**src/rtl/siso_word_ctrl.sv**
```systemverilog
// Word-level serializer/deserializer around an external SISO delay line.
// Optional build macro SISO_CTRL_CHECK_EN adds a shadow-word compare driving err.
//
// state | meaning
// IDLE  | waiting for a word; in_ready when SISO is out of reset and no abort
// SHIFT | WIDTH cycles driving the buffered word MSB first into the SISO
// DRAIN | DEPTH cycles of zero padding while the tail of the word emerges
// DONE  | one-cycle out_valid with the reassembled word
module siso_word_ctrl #(
  parameter int WIDTH = 8,
  parameter int DEPTH = 4
) (
  input  logic             clock_in,
  input  logic             resetn,
  input  logic             in_valid,
  output logic             in_ready,
  input  logic [WIDTH-1:0] in_data,
  input  logic             abort,
  output logic             sr_serial_in,
  input  logic             sr_serial_out,
  output logic             sr_resetn,
  output logic             out_valid,
  output logic [WIDTH-1:0] out_data,
  output logic             busy,
  output logic             err
);

  localparam int CW = $clog2(WIDTH + DEPTH);
  localparam logic [CW-1:0] LAST_SHIFT = CW'(WIDTH - 1);
  localparam logic [CW-1:0] LAST_DRAIN = CW'(WIDTH + DEPTH - 1);
  localparam logic [CW-1:0] CAP_START  = CW'(DEPTH);

  typedef enum logic [1:0] {IDLE, SHIFT, DRAIN, DONE} state_t;

  state_t           state_q, state_d;
  logic [CW-1:0]    cnt_q, cnt_d;
  logic [WIDTH-1:0] shift_buf_q, shift_buf_d;
  logic [WIDTH-1:0] cap_q, cap_d;
  logic [WIDTH-1:0] out_data_q, out_data_d;
  logic             out_valid_q, out_valid_d;
  logic             sr_serial_in_q, sr_serial_in_d;
  logic             sr_resetn_q, sr_resetn_d;
  logic             busy_q, busy_d;
  logic [WIDTH-1:0] cap_shift;
  logic             cap_en;
`ifdef SISO_CTRL_CHECK_EN
  logic [WIDTH-1:0] shadow_q, shadow_d;
  logic             err_q, err_d;
`endif

  // Bits from the SISO land in the capture LSB; the oldest bit ends at the MSB.
  assign cap_shift = WIDTH'({cap_q, sr_serial_out});
  assign cap_en    = ((state_q == SHIFT) || (state_q == DRAIN)) && (cnt_q >= CAP_START);
  assign in_ready  = (state_q == IDLE) && sr_resetn_q && !abort;

  always_comb begin
    state_d        = state_q;
    cnt_d          = cnt_q;
    shift_buf_d    = shift_buf_q;
    cap_d          = cap_q;
    out_data_d     = out_data_q;
    out_valid_d    = 1'b0;
    sr_serial_in_d = 1'b0;
    sr_resetn_d    = !abort;
`ifdef SISO_CTRL_CHECK_EN
    shadow_d       = shadow_q;
    err_d          = 1'b0;
`endif
    if (abort) begin
      state_d = IDLE;
      cnt_d   = '0;
    end else begin
      if (cap_en) cap_d = cap_shift;
      case (state_q)
        IDLE: begin
          if (in_valid && in_ready) begin
            state_d        = SHIFT;
            cnt_d          = '0;
            sr_serial_in_d = in_data[WIDTH-1];
            shift_buf_d    = in_data << 1;
            cap_d          = '0;
`ifdef SISO_CTRL_CHECK_EN
            shadow_d       = in_data;
`endif
          end
        end
        SHIFT: begin
          cnt_d = cnt_q + 1'b1;
          if (cnt_q == LAST_SHIFT) begin
            state_d = DRAIN;
          end else begin
            sr_serial_in_d = shift_buf_q[WIDTH-1];
            shift_buf_d    = shift_buf_q << 1;
          end
        end
        DRAIN: begin
          cnt_d = cnt_q + 1'b1;
          if (cnt_q == LAST_DRAIN) begin
            // Last capture happens this cycle, so publish the shifted value directly.
            state_d     = DONE;
            cnt_d       = '0;
            out_valid_d = 1'b1;
            out_data_d  = cap_shift;
`ifdef SISO_CTRL_CHECK_EN
            err_d       = (cap_shift != shadow_q);
`endif
          end
        end
        DONE: begin
          state_d = IDLE;
        end
        default: begin
          state_d = IDLE;
          cnt_d   = '0;
        end
      endcase
    end
    busy_d = (state_d != IDLE);
  end

  always_ff @(posedge clock_in) begin
    if (!resetn) begin
      state_q        <= IDLE;
      cnt_q          <= '0;
      shift_buf_q    <= '0;
      cap_q          <= '0;
      out_data_q     <= '0;
      out_valid_q    <= 1'b0;
      sr_serial_in_q <= 1'b0;
      sr_resetn_q    <= 1'b0;
      busy_q         <= 1'b0;
`ifdef SISO_CTRL_CHECK_EN
      shadow_q       <= '0;
      err_q          <= 1'b0;
`endif
    end else begin
      state_q        <= state_d;
      cnt_q          <= cnt_d;
      shift_buf_q    <= shift_buf_d;
      cap_q          <= cap_d;
      out_data_q     <= out_data_d;
      out_valid_q    <= out_valid_d;
      sr_serial_in_q <= sr_serial_in_d;
      sr_resetn_q    <= sr_resetn_d;
      busy_q         <= busy_d;
`ifdef SISO_CTRL_CHECK_EN
      shadow_q       <= shadow_d;
      err_q          <= err_d;
`endif
    end
  end

  assign sr_serial_in = sr_serial_in_q;
  assign sr_resetn    = sr_resetn_q;
  assign out_valid    = out_valid_q;
  assign out_data     = out_data_q;
  assign busy         = busy_q;
`ifdef SISO_CTRL_CHECK_EN
  assign err          = err_q;
`else
  assign err          = 1'b0;
`endif

endmodule
```
**config.mk**
```make
export PLATFORM = sky130hd
export DESIGN_NAME = siso_word_ctrl
export DESIGN_NICKNAME = d
export VERILOG_FILES = /design/src/rtl/siso_word_ctrl.sv
export SDC_FILE = /design/constraint.sdc
export NUM_CORES = 1
export LEC_CHECK = 0
export ABC_AREA = 0
export CELL_PAD_IN_SITES_DETAIL_PLACEMENT = 0
export CELL_PAD_IN_SITES_GLOBAL_PLACEMENT = 1
export CORE_MARGIN = 3
export CORE_UTILIZATION = 39
export DETAILED_ROUTE_END_ITERATION = 8
export GPL_TIMING_DRIVEN = 1
export PLACE_DENSITY_LB_ADDON = 0.1
export SLEW_MARGIN = 25
export SYNTH_ARGS = -nofsm -noshare
export SYNTH_HDL_FRONTEND = slang
export SYNTH_SLANG_ARGS = --single-unit
export TNS_END_PERCENT = 20
```
**constraint.sdc**
```tcl
create_clock -name clock_in -period 2 [get_ports clock_in]
set_clock_uncertainty 0.1 [all_clocks]
set_input_delay 0.2 -clock clock_in [delete_from_list [all_inputs] [get_ports clock_in]]
set_output_delay 0.2 -clock clock_in [all_outputs]
set_load 0.01 [all_outputs]
```
==> results.md <==
* First-pass GRT wire length at 6.092 mm
* Die Height at 69.73 microns
* Clock Tree Buf Depth at 2
* Layout cells sized above 1 at 0.1422
* GRT Max-Usage Layer: met1
* Critical path's slowest cell: clkdlybuf4s50_1
* Final ANT Viol Nets at 0
* CP Buf/Inv Count at 2
* RSZ-0062 raised after global routing: no
* Clk pin slew, worst setup/hold paths at 60 ps
* Hold crit path type: flop to flop
* Hold_buf cts at 0
* Asr flop ratio synth at 0
* Core Area at 3799 sq um
* Slew Limit Fails at 0
* IO Count at 27
* Num CTS Buffers at 5
* Congestion Overflow GR at 0
* Ys Warns at 0
* Drt pass-1 iters at 4
* Cts repair resizes at 2
* Initial antenna violation count at 0
* Max-slew headroom at 0.6241
* Fillers at 358
* Status: finished, final reports clean
* CTS tree: done
* Main synth FF type: dfxtp_1
* CP Capture Type: output pin
* CTS H-tree lvls at 2
* Via count at 1,374
* Clk root buf: clkbuf_8
* Commonest non-fill, non-tap cell in the layout: dfxtp_1
* WP data arrival at 1630 ps
* Worst-Margin Slew at 563.1 ps
* Final routed DRC violation total at 0
* Flops & latches, synth at 32
* Final Core Density at 0.5254
* Min cycle time layout at 1930 ps
* Post-synthesis average cell area at 9.052 sq um
* CP Max Fanout at 6
* PwrDens at 628.0 nW/um^2
* Die width at 69.73 microns
* Port buffer count at 25
* Initial DRC Count at 95
* Avg WL per Cell at 14.38 microns
* Final setup viols at 0
* Number of synthesized flops with an enable pin at 0
* Seq/Total Area, Yosys at 0.4044
* Post-detail-place hpwl at 2.704 mm
* Ant diodes at 0
* Max-cap violations at 0
* Routability cong. at 0.7886
* Required @ worst endpoint at 1700 ps
* Latest clock arrival within the worst-skew pair at 280 ps
* Commonest cells after routing, fill and taps aside: 32 x dfxtp_1, 25 x clkdlybuf4s50_1, 17 x o21ai_0, 17 x nand2_1, 16 x a21oi_1
* Die ar. at 4862 sq um
* Avg Vias per Cell at 5.452
* Met3 GRT Util at 0.03913
* Synth cell types at 40
* Post-Syn Instances at 175
* Largest net degree at the start of global routing at 18
* CP Launch Type: flop
* Final Hold Viols at 0
* Synth Net Count at 193
* GRT Util Overall at 0.1561
* Layout Area Growth over Synthesis at 25.99%
* Setup TNS at 0 ps
* Met2 Use GR at 0.2214
* Fin crit share at 0.9650
* Fin nets at 221
* Initial Util at 0.4170
* CP Class: flop to output pin
* Critical Path Max Stage Delay at 480 ps
* Post-CTS setup buffer count at 0
* Post-synthesis cell area at 1584 sq um
* Final WL at 3.623 mm
* M1 GR Usage at 0.2237
* Row Count at 22
* Cell family with most CP delay: buffers and inverters
* Vias in the first global route at 1,279
* Critical Path, Cell by Cell: inv_2 > ha_4 > and3_1 > clkdlybuf4s50_1
* CTS Sinks at 32
* Maximum vdd drop at 0.0003423 V
* LEAKAGE at 0.0007868 uW
* Max Freq at 0.5181 GHz
-- power by group --
group | internal [uW] | switching (uW)
clock network | 274 | 237
logic | 51.1 | 47.3
registers | 641 | 2.94
-- layer usage --
layer  vias to the layer above  wire [microns]
li1                        695               -
met1                       626            1791
met2                        47            1558
met3                         6             223
met4                         0              49
met5                         -               0
-- final timing paths --
check                  from  slack, ps  cells after the start             end
max              state_q[1]         70                      4        in_ready
min          shift_buf_q[2]        360                      2  shift_buf_q[2]
max reg2reg      state_q[1]        170                      5  shift_buf_q[6]
min reg2reg  shift_buf_q[2]        360                      2  shift_buf_q[2]
-- layout make-up --
| cell class | count | area, sq um | share of cell area |
|---|---|---|---|
| timing repair buffer | 31 | 295.3 | 0.1480 |
| inverter | 8 | 30.03 | 0.01505 |
| tap | 48 | 60.06 | 0.03009 |
| sequential | 32 | 640.6 | 0.3210 |
| multi-input combinational | 125 | 877.1 | 0.4395 |
| clock inverter | 2 | 10.01 | 0.005016 |
| clock buffer | 6 | 82.58 | 0.04138 |
-- sequential cells by signal, summed over array words and instances, names as in the netlist --
register and cells:
sr_serial_in 1, out_valid 1, cnt_q 4, sr_resetn 1, state_q 2, cap_q 7, shift_buf_q 7, busy 1
out_data 8
-- Yosys cell counts (5+ instances only) --
cell type  count  share of area
mux2i_1        7          0.044
nand2_1       17          0.040
inv_1          7          0.017
ha_1           5          0.039
nor2_1         6          0.014
o21ai_0       17          0.054
mux2_2         6          0.043
dfxtp_1       32           0.40
clkbuf_1       5          0.012
nand3_1       11          0.035
o2111ai_1      7          0.039
a21oi_1       16          0.051
-- tightest hold or removal path, cell delays in order, from the launching register on --
cell and delay, ps:
dfxtp_1 310, nand2_1 50, mux2i_1 60
-- metrics by stage --
step	hold WS, ps	instances	worst slack (ps)	cell area, sq um	power, uW
floorplan	237.0	175	416.0	1584	709.6
global route	373.7	252	8.972	1996	1301
detailed placement	350.9	244	201.8	1891	755.1
CTS	366.4	252	13.83	1996	1264
global placement	342.3	244	270.5	1891	754.2
finish	363.0	252	69.91	1996	1253
-- cell families after synthesis --
group           Yosys count  share of synthesized area
compound gates           51                     0.2157
fa+ha+maj                 5                    0.03949
buf+inv                  18                    0.04976
flops                    32                     0.4044
mux                      13                    0.08689
other cells               1                   0.002367
simple gates             55                     0.2014
(Power assumes the default switching activity.)
